$ cat config.mk
export PLATFORM = sky130hd
export DESIGN_NAME = load_store_unit
export DESIGN_NICKNAME = d
export VERILOG_FILES = /design/src/rtl/load_store_unit.sv
export SDC_FILE = /design/constraint.sdc
export NUM_CORES = 1
export LEC_CHECK = 0
export CELL_PAD_IN_SITES_DETAIL_PLACEMENT = 1
export CELL_PAD_IN_SITES_GLOBAL_PLACEMENT = 1
export CORE_MARGIN = 2
export CORE_UTILIZATION = 31
export DETAILED_ROUTE_END_ITERATION = 10
export GPL_TIMING_DRIVEN = 0
export PLACE_DENSITY = 0.84
export SYNTH_ARGS = -nofsm -noshare
export SYNTH_HDL_FRONTEND = slang
export SYNTH_SLANG_ARGS = --single-unit
$ cat constraint.sdc
create_clock -name iClk -period 2.1 [get_ports iClk]
set_input_delay 0.21 -clock iClk [delete_from_list [all_inputs] [get_ports iClk]]
set_output_delay 0.21 -clock iClk [all_outputs]
set_load 0.02 [all_outputs]
$ cat src/rtl/load_store_unit.sv
// load_store_unit
//   Memory stage that sits directly behind the ALU. It accepts one memory op
//   at a time, drives a single-outstanding req/gnt/rvalid data-memory port,
//   and returns byte-lane extracted, sign/zero extended load data to the
//   register write-back path.
//
// Ports
//   iClk, iRst            clock, synchronous active-high reset
//   iValid/iRead/iWrite   op present, load flag, store flag
//   iAddr, iData          effective byte address, store data
//   iOpType, iRdAddr      funct3, load destination register
//   oReady                idle; op accepted when iValid & oReady
//   oDmemReq/We/Addr/Wdata/Be, iDmemGnt, iDmemRvalid, iDmemRdata
//                         data-memory port
//   oRegDv/oRegAddr/oRegData  write-back (oRegDv is a one-cycle pulse)
//   oErr                  one-cycle pulse for an illegal or dropped op
//
// Configuration
//   LSU_MISALIGN_TRAP_EN  when defined, misaligned half/word ops are dropped
//                         with oErr; otherwise they are forced to natural
//                         alignment and proceed silently.

module load_store_unit #(
  parameter int cDataWidth = 32,
  parameter int cRegAddrW  = 5
) (
  input  logic                  iClk,
  input  logic                  iRst,
  input  logic                  iValid,
  input  logic                  iRead,
  input  logic                  iWrite,
  input  logic [cDataWidth-1:0] iAddr,
  input  logic [cDataWidth-1:0] iData,
  input  logic [2:0]            iOpType,
  input  logic [cRegAddrW-1:0]  iRdAddr,
  output logic                  oReady,
  output logic                  oDmemReq,
  output logic                  oDmemWe,
  output logic [cDataWidth-1:0] oDmemAddr,
  output logic [cDataWidth-1:0] oDmemWdata,
  output logic [3:0]            oDmemBe,
  input  logic                  iDmemGnt,
  input  logic                  iDmemRvalid,
  input  logic [cDataWidth-1:0] iDmemRdata,
  output logic                  oRegDv,
  output logic [cRegAddrW-1:0]  oRegAddr,
  output logic [cDataWidth-1:0] oRegData,
  output logic                  oErr
);

  typedef enum logic [1:0] {
    Idle,
    Req,
    Wait
  } lsuState_t;

  lsuState_t                 state;
  logic [2:0]                capOp;
  logic [1:0]                capOff;
  logic [cRegAddrW-1:0]      capRd;

  logic                      opLegal;
  logic                      misaligned;
  logic                      acceptOp;
  logic                      dropOp;
  logic [1:0]                alignedOff;
  logic [3:0]                reqBe;
  logic [cDataWidth-1:0]     reqWdata;
  logic [cDataWidth-1:0]     laneWord;
  logic [cDataWidth-1:0]     loadResult;

  // Decode the incoming op: legality of funct3 for the selected direction,
  // natural-alignment check, the lane offset actually used (forced aligned
  // for half/word), and the byte enables / replicated store data that will
  // be registered onto the memory port when the op is accepted.
  always_comb begin
    opLegal    = 1'b0;
    misaligned = 1'b0;
    alignedOff = iAddr[1:0];
    reqBe      = 4'b1111;
    reqWdata   = iData;

    if (iRead && !iWrite) begin
      case (iOpType)
        3'b000, 3'b001, 3'b010, 3'b100, 3'b101: opLegal = 1'b1;
        default:                                opLegal = 1'b0;
      endcase
    end else if (iWrite && !iRead) begin
      case (iOpType)
        3'b000, 3'b001, 3'b010: opLegal = 1'b1;
        default:                opLegal = 1'b0;
      endcase
    end

    case (iOpType[1:0])
      2'b00: begin
        reqBe    = 4'b0001 << alignedOff;
        reqWdata = {4{iData[7:0]}};
      end
      2'b01: begin
        misaligned    = iAddr[0];
        alignedOff[0] = 1'b0;
        reqBe         = 4'b0011 << alignedOff;
        reqWdata      = {2{iData[15:0]}};
      end
      default: begin
        misaligned = |iAddr[1:0];
        alignedOff = 2'b00;
        reqBe      = 4'b1111;
        reqWdata   = iData;
      end
    endcase

`ifdef LSU_MISALIGN_TRAP_EN
    acceptOp = iValid && opLegal && !misaligned;
    dropOp   = iValid && (iRead || iWrite) && (!opLegal || misaligned);
`else
    acceptOp = iValid && opLegal;
    dropOp   = iValid && (iRead || iWrite) && !opLegal;
`endif
  end

  // Load lane extraction: shift the addressed byte/half down to bit 0, then
  // sign- or zero-extend according to the captured funct3.
  always_comb begin
    laneWord   = iDmemRdata >> {capOff, 3'b000};
    loadResult = laneWord;
    case (capOp)
      3'b000:  loadResult = {{24{laneWord[7]}}, laneWord[7:0]};
      3'b001:  loadResult = {{16{laneWord[15]}}, laneWord[15:0]};
      3'b100:  loadResult = {24'd0, laneWord[7:0]};
      3'b101:  loadResult = {16'd0, laneWord[15:0]};
      default: loadResult = laneWord;
    endcase
  end

  // Main FSM. Every port output is registered here. The memory request is
  // held stable from acceptance until grant; oDmemWe doubles as the
  // "this is a store" flag for the grant decision. oRegDv and oErr are
  // cleared every cycle so they can only ever be single-cycle pulses.
  always_ff @(posedge iClk) begin
    if (iRst) begin
      state      <= Idle;
      capOp      <= 3'd0;
      capOff     <= 2'd0;
      capRd      <= '0;
      oReady     <= 1'b1;
      oDmemReq   <= 1'b0;
      oDmemWe    <= 1'b0;
      oDmemAddr  <= '0;
      oDmemWdata <= '0;
      oDmemBe    <= 4'd0;
      oRegDv     <= 1'b0;
      oRegAddr   <= '0;
      oRegData   <= '0;
      oErr       <= 1'b0;
    end else begin
      oRegDv <= 1'b0;
      oErr   <= 1'b0;
      case (state)
        Idle: begin
          if (acceptOp) begin
            state      <= Req;
            capOp      <= iOpType;
            capOff     <= alignedOff;
            capRd      <= iRdAddr;
            oReady     <= 1'b0;
            oDmemReq   <= 1'b1;
            oDmemWe    <= iWrite;
            oDmemAddr  <= {iAddr[cDataWidth-1:2], 2'b00};
            oDmemWdata <= reqWdata;
            oDmemBe    <= reqBe;
          end else if (dropOp) begin
            oErr <= 1'b1;
          end
        end
        Req: begin
          if (iDmemGnt) begin
            oDmemReq <= 1'b0;
            if (oDmemWe) begin
              state  <= Idle;
              oReady <= 1'b1;
            end else begin
              state <= Wait;
            end
          end
        end
        Wait: begin
          if (iDmemRvalid) begin
            state    <= Idle;
            oReady   <= 1'b1;
            oRegData <= loadResult;
            oRegAddr <= capRd;
            oRegDv   <= (capRd != '0);
          end
        end
        default: begin
          state  <= Idle;
          oReady <= 1'b1;
        end
      endcase
    end
  end

endmodule

==> summary.md, run 1 <==
| Metric | Value |
|---|---|
| Commonest cells post-synth | `120 x dfxtp_1, 100 x a21oi_1, 68 x o21ai_0` |
| Synth Instances | `653` |
| Clk buf depth | `2` |
| Die X-Extent | `137 um` |
| Layout Utilization | `49.3%` |
| Final Max Slew Viols | `0` |
| Post-place setup slack | `-0.192 ns` |
| Ys flop type | `dfxtp_1` |
| Final Hold Fails | `0` |
| Core area | `0.0173 mm2` |
| Max-Cap Viols | `0` |
| GRT Util Overall | `between 20% and 30%` |
| Post-synthesis cell type count | `49` |
| Inserted Diodes | `0` |
| Synth-to-layout area growth | `55.1%` |
| Worst relative slew slack | `between 40% and 50%` |
| Post-cts hold buffer count | `0` |
| Die height | `137 um` |
| Via Count | `approximately 6k` |
| Met3 Usage GRT | `8.37%` |
| Reg clk slew, reported paths | `0.06 ns` |
| DRT iter0 DRCs | `around 220` |
| Post-synth EDFFs | `0` |
| Setup ws final | `~0.18 ns` |
| Top Ports | `221` |
| Worst vdd rail ir drop | `~0.00053 V` |
| Crit start category | `flop` |
| GR Util met2 | `roughly two fifths` |
| Setup Skew | `0.00587 ns` |
| Top-area cell type share of the netlist area | `43.7%` |
| Sequential area share after synthesis | `43.7%` |
| Max Fclk | `slightly above 500 MHz` |
| Area leader, netlist | `dfxtp_1` |
| Via density | `5.21` |
| Syn_area_per_cell | `8.41 um2` |
| DRT Wirelength | `~22000 um` |
| Synthesis warning total | `0` |
| Endpoint type of the worst setup path | `flop` |
| FF/Latch Area | `0.00240 mm2` |
| Drt drc | `0` |
| Clock Tree Root | `clkbuf_16` |
| DR pass1 iterations | `4` |
| Ranking of synthesized cells by area | `dfxtp_1 44%, a21oi_1 9.1%, o21ai_0 6.2%` |
| Leak Pwr | `~2.9 nW` |
| H-Tree Depth | `4` |
| Gr ovfl total | `0` |
| Fillers | `2074` |
| Mapped Area | `~0.0055 mm2` |
| WP data arrival | `2.26 ns` |
| CP required | `2.44 ns` |
| Most Used Layer, Global Route | `met2` |
| Actual slew at the worst max-slew pin | `between 0.7 and 0.8 ns` |
| Rows | `48` |
| Detailed Place HPWL | `approximately 16000 um` |
| Final period util | `91.6%` |
| Initial Utilization | `31.8%` |
| Layout cells sized above 1 | `approximately 10%` |
| # setup viols final | `0` |
| Flops & latches, synth | `120` |
| Pwr Density | `about 730 mW/mm2` |
| WS Path Type | `reg2reg` |
| DR WL/cell | `19.2 um` |
| RSZ-0062 raised after global routing | `false` |
| CTS Buf Count | `17` |
| Global-route wire length before repair | `32600 um` |
| Clock sink total | `between 100 and 150` |
| HP Class | `in2reg` |
| CTS tree | `done` |
| Ys async rst share | `0%` |
| Vias in the first global route | `6033` |
| Die ar. | `0.0188 mm2` |
| Final Wtd Congestion | `0.831` |
| Count leader, synth | `dfxtp_1` |
| Worst-Skew Late Latency | `0.42 ns` |
| GR Util met1 | `26.6%` |
| Nets | `1000` |
| Port bufs | `216` |
| Outcome | `finished clean` |
| Initial antenna violation count | `0` |
| Max FO, Critical Path | `10` |
| Area occupied by multi-input gates | `0.00276 mm2` |
| Largest net degree at the start of global routing | `17` |
| Post-route ant nets | `0` |
| Post-layout minimum cycle time | `1.92 ns` |
## per-layer routing
metal / routed length [um] / vias to the layer above / share of wire [%]
met1: 9030 / 2783 / 42
met3: 1930 / 30 / 8.9
met5: 0 / - / 0
met4: 457 / 0 / 2.1
met2: 10200 / 209 / 47
li1: - / 2852 / -
## cells in the final DEF (no fill, tap or decap), types with 4 or more instances in the layout
cell type	synthesis	layout
a211oi_1	25	25
a21oi_1	100	100
a311oi_2	9	9
buf_1	6	5
buf_2	20	20
buf_4	4	4
clkbuf_1	35	35
clkbuf_16	0	17
clkdlybuf4s50_1	0	216
clkinv_4	0	4
clkinvlp_4	0	5
dfxtp_1	120	120
inv_1	4	4
mux2_2	7	7
mux2i_1	33	33
nand2_1	61	61
nand2b_1	6	6
nand3_1	48	48
nor2_1	34	34
nor2b_1	5	5
nor3_1	11	11
o2111ai_1	8	8
o211ai_1	7	7
o21ai_0	68	68
o2bb2ai_1	7	7
## path summary, 6_finish.rpt
path	startpoint	end	slack, ns	cells after the start
worst max-delay path	state[0]	oDmemAddr[6]	0.18	6
worst min-delay path	iOpType[0]	oDmemWdata[14]	0.33	4
worst max register to register	state[0]	oDmemAddr[6]	0.18	6
worst min register to register	oRegData[6]	oRegData[6]	0.46	2
## cells by family (layout without fill, tap and decap cells)
family / Yosys count / after routing / synth area share (%)
compound gates: 240 / 240 / 27.2
buf+inv: 74 / 322 / 6.22
flops: 120 / 120 / 43.7
mux: 41 / 41 / 7.86
other cells: 1 / 2 / 0.0683
simple gates: 177 / 177 / 15.0
## metrics by stage
stage | total power, mW | area, um2 | hold WS (ns) | cells | setup TNS, ns
6_report | 6.26 | 8520 | 0.327 | 1127 | 0
5_1_grt | 6.51 | 8520 | 0.339 | 1127 | 0
4_1_cts | 6.32 | 8510 | 0.314 | 1127 | 0
3_5_place_dp | 3.49 | 7940 | 0.450 | 1095 | -9.63
3_3_place_gp | 3.47 | 7940 | 0.444 | 1095 | -4.13
2_1_floorplan | 2.95 | 5500 | 0.334 | 654 | 0
## layout make-up
type	count	share of cell area, %
Multi-Input combinational cell	460	32.4
Sequential cell	120	28.2
Timing Repair Buffer	216	25.4
Clock buffer	17	4.99
Buffer	69	3.80
Tap cell	225	3.30
Clock inverter	15	1.70
Inverter	5	0.220
## registers in the layout, summed over array words and instances (netlist names), 2 cells and up
name,flops
oRegAddr,5
state,2
oDmemBe,4
capOp,3
oDmemAddr,30
oDmemWdata,32
capRd,5
capOff,2
oRegData,32
## where the power goes
part           internal, mW  switching, mW
registers              2.36         0.0491
clock network          1.65           1.16
logic                 0.475          0.564
## what timing repair did
item                                    in CTS  in global routing
gates resized for setup                      0                  2
hold endpoints to repair                     0                  0
endpoints found under the setup margin       0                  9
setup buffers                                0                  0
## worst max-delay path, stage by stage, from the launching register on
cell and delay, ns:
dfxtp_1 0.36, nand2b_1 0.21, nor2_1 0.23, buf_2 0.32, buf_1 0.42, nand3_1 0.15, a21oi_1 0.16
Power figures use the tool's default switching activity.
==> inputs of run 2 (changes only) <==
--- a/constraint.sdc
+++ b/constraint.sdc
@@ -3,2 +3,2 @@
 set_output_delay 0.21 -clock iClk [all_outputs]
-set_load 0.02 [all_outputs]
+set_load 0.1 [all_outputs]
==> summary.md, run 2 (synthesis results as in run 1) <==
| Metric | Value |
|---|---|
| Outcome | `finished clean (unchanged)` |
| Post-place setup slack | `-0.192 ns (unchanged)` |
| Most Used Layer, Global Route | `met2 (unchanged)` |
| Critical-path cell list | `dlygate4sd2_1 (was nand2b_1 -> nor2_1 -> buf_2 -> buf_1 -> nand3_1 -> a21oi_1)` |
| Leak Pwr | `3.43 nW (was 2.87 nW)` |
| Max Fclk | `520 MHz (about the same)` |
| Clock sink total | `120 (unchanged)` |
| Clk buf depth | `2 (unchanged)` |
| CTS tree | `done (unchanged)` |
| Die X-Extent | `137 um (unchanged)` |
| Commonest non-fill, non-tap cells in the layout | `120 x dfxtp_1, 108 x clkdlybuf4s50_1, 103 x dlygate4sd2_1 (was 216 x clkdlybuf4s50_1, 120 x dfxtp_1, 100 x a21oi_1)` |
| Drt drc | `0 (unchanged)` |
| Setup Skew | `0.00615 ns (was 0.00587 ns)` |
| GRT Util Overall | `22.8% (about the same)` |
| Global-route wire length before repair | `32600 um (about the same)` |
| Commonest non-fill, non-tap cell in the layout | `dfxtp_1 (was clkdlybuf4s50_1)` |
| Initial Utilization | `31.8% (unchanged)` |
| Endpoint type of the worst setup path | `output pin (was flop)` |
| Max FO, Critical Path | `4 (was 10)` |
| Worst relative slew slack | `31.3% (was 49.1%)` |
| DRT iter0 DRCs | `224 (was 218)` |
| Largest net degree at the start of global routing | `17 (unchanged)` |
| Final Wtd Congestion | `0.831 (unchanged)` |
| Worst-Skew Late Latency | `0.42 ns (about the same)` |
| Nets | `1000 (unchanged)` |
| Seq pwr share | `36.1% (was 38.5%)` |
| H-Tree Depth | `4 (unchanged)` |
| Vias in the first global route | `6026 (was 6033)` |
| GR Util met1 | `26.7% (was 26.6%)` |
| Actual slew at the worst max-slew pin | `1.03 ns (was 0.764 ns)` |
| Core area | `0.0173 mm2 (unchanged)` |
| Design Area, Final | `0.00840 mm2 (was 0.00852 mm2)` |
| Post-route ant nets | `0 (unchanged)` |
| Die ar. | `0.0188 mm2 (unchanged)` |
| Met3 Usage GRT | `8.22% (was 8.37%)` |
| Critical Path Max Stage Delay | `0.92 ns (was 0.42 ns)` |
| Worst R2R Path Depth | `6 (unchanged)` |
| Port bufs | `216 (unchanged)` |
| RSZ-0062 raised after global routing | `false (unchanged)` |
| Slowest-stage cell, CP | `dlygate4sd2_1 (was buf_1)` |
| Worst vdd rail ir drop | `0.000534 V (was 0.000527 V)` |
| Die height | `137 um (unchanged)` |
| Hold depth | `4 (unchanged)` |
| Crit start category | `flop (unchanged)` |
| Setup bufs post-CTS | `0 (unchanged)` |
| Largest delay contributor family on the critical path | `buffers and inverters (unchanged)` |
| Via density | `5.24 (was 5.21)` |
| Switching pwr | `2.24 mW (was 1.78 mW)` |
| Gr ovfl total | `0 (unchanged)` |
| CTS Buf Count | `17 (unchanged)` |
| Reg clk slew, reported paths | `0.06 ns (about the same)` |
| Top Ports | `221 (unchanged)` |
| Final Max Slew Viols | `0 (unchanged)` |
| Layout cells sized above 1 | `9.98% (unchanged)` |
| DRT Wirelength | `21600 um (about the same)` |
| Detailed Place HPWL | `16200 um (unchanged)` |
| WS Path Type | `reg2out (was reg2reg)` |
| Inserted Diodes | `0 (unchanged)` |
| Clock Tree Root | `clkbuf_16 (unchanged)` |
| Clock Power Share | `42.2% (was 44.9%)` |
| Comb pwr share | `21.7% (was 16.6%)` |
| CP required | `1.89 ns (was 2.44 ns)` |
| # setup viols final | `0 (unchanged)` |
| Synth-to-layout area growth | `53.0% (was 55.1%)` |
| Final Hold Fails | `0 (unchanged)` |
| Largest regs | `oDmemWdata (32), oRegData (32), oDmemAddr (30) (unchanged)` |
| DR pass1 iterations | `4 (unchanged)` |
| Max-Cap Viols | `0 (unchanged)` |
| CP bufs+invs | `1 (was 2)` |
| Post-layout minimum cycle time | `1.92 ns (about the same)` |
| Via Count | `5903 (was 5874)` |
| Pwr Density | `793 mW/mm2 (was 735 mW/mm2)` |
| HP Class | `in2reg (unchanged)` |
| Final period util | `91.7% (was 91.6%)` |
| Layout Utilization | `48.6% (was 49.3%)` |
| CP Depth | `1 (was 6)` |
| WP data arrival | `1.71 ns (was 2.26 ns)` |
| Setup ws final | `0.175 ns (was 0.176 ns)` |
| DR WL/cell | `19.2 um (about the same)` |
| Rows | `48 (unchanged)` |
| Switching part of the total | `33.6% (was 28.4%)` |
| Placed instance area | `0.00794 mm2 (unchanged)` |
| Internal power | `4.43 mW (was 4.48 mW)` |
| GR Util met2 | `38.3% (was 38.4%)` |
| Initial antenna violation count | `0 (unchanged)` |
## run 2: cell types whose count changed in the layout (fill, tap and decap cells not counted), sizes merged
cell,change
dlymetal6s2s,+5
dlygate4sd2,+103
clkdlybuf4s50,-108
## run 2: per-layer routing
| layer | wire (um) | vias up | part of all wire [%] |
|---|---|---|---|
| li1 | - | 2851 | - |
| met1 | 9050 | 2793 | 42 |
| met2 | 10100 | 224 | 47 |
| met3 | 1940 | 35 | 8.9 |
| met4 | 528 | 0 | 2.4 |
| met5 | 0 | - | 0 |
## run 2: worst paths after layout
check	slack (ns)	startpoint	end
setup reg to reg	0.19	state[0]	oDmemAddr[6]
hold / removal	0.33	iOpType[0]	oDmemWdata[14]
hold reg to reg	0.45	oRegData[6]	oRegData[6]
setup / recovery	0.18	oDmemWe	oDmemWe
## run 2: final cells by class
cell class,instances,area (um2)
clock inverter,15,145
multi-input combinational,460,2760
tap,225,282
sequential,120,2400
clock buffer,17,425
timing repair buffer,216,2050
buffer,69,324
fill,2103,8890
inverter,5,18.8
## run 2: worst min-delay path: stages
cell and delay (ns):
buf_6 0.10, nor2_1 0.17, nand2_1 0.13, a311oi_2 0.09
## run 2: through the flow
| stage | std cells | hold slack, ns | power, mW | TNS, ns |
|---|---|---|---|---|
| finish | 1127 | 0.334 | 6.67 | 0 |
| detailed placement | 1095 | 0.450 | 3.94 | -9.63 |
| CTS | 1127 | 0.314 | 6.73 | 0 |
| global route | 1127 | 0.339 | 6.92 | 0 |
| global placement | 1095 | 0.444 | 3.93 | -4.13 |
| floorplan | 654 | 0.334 | 3.40 | 0 |
## run 2: timing repair
action / in CTS / in global routing
hold endpoints to repair: 0 / 0
pin swaps: 0 / 0
hold buffers: 0 / 0
resized for setup: 103 / 7
endpoints found under the setup margin: 103 / 14
## run 2: power groups by stage
| stage | Clock (mW) | Sequential (mW) | Combinational [mW] |
|---|---|---|---|
| finish | 2.82 | 2.41 | 1.45 |
| floorplan | 0 | 2.98 | 0.419 |
| global route | 2.98 | 2.41 | 1.52 |
| detailed placement | 0 | 2.46 | 1.49 |
| CTS | 2.87 | 2.41 | 1.45 |
| global placement | 0 | 2.45 | 1.47 |
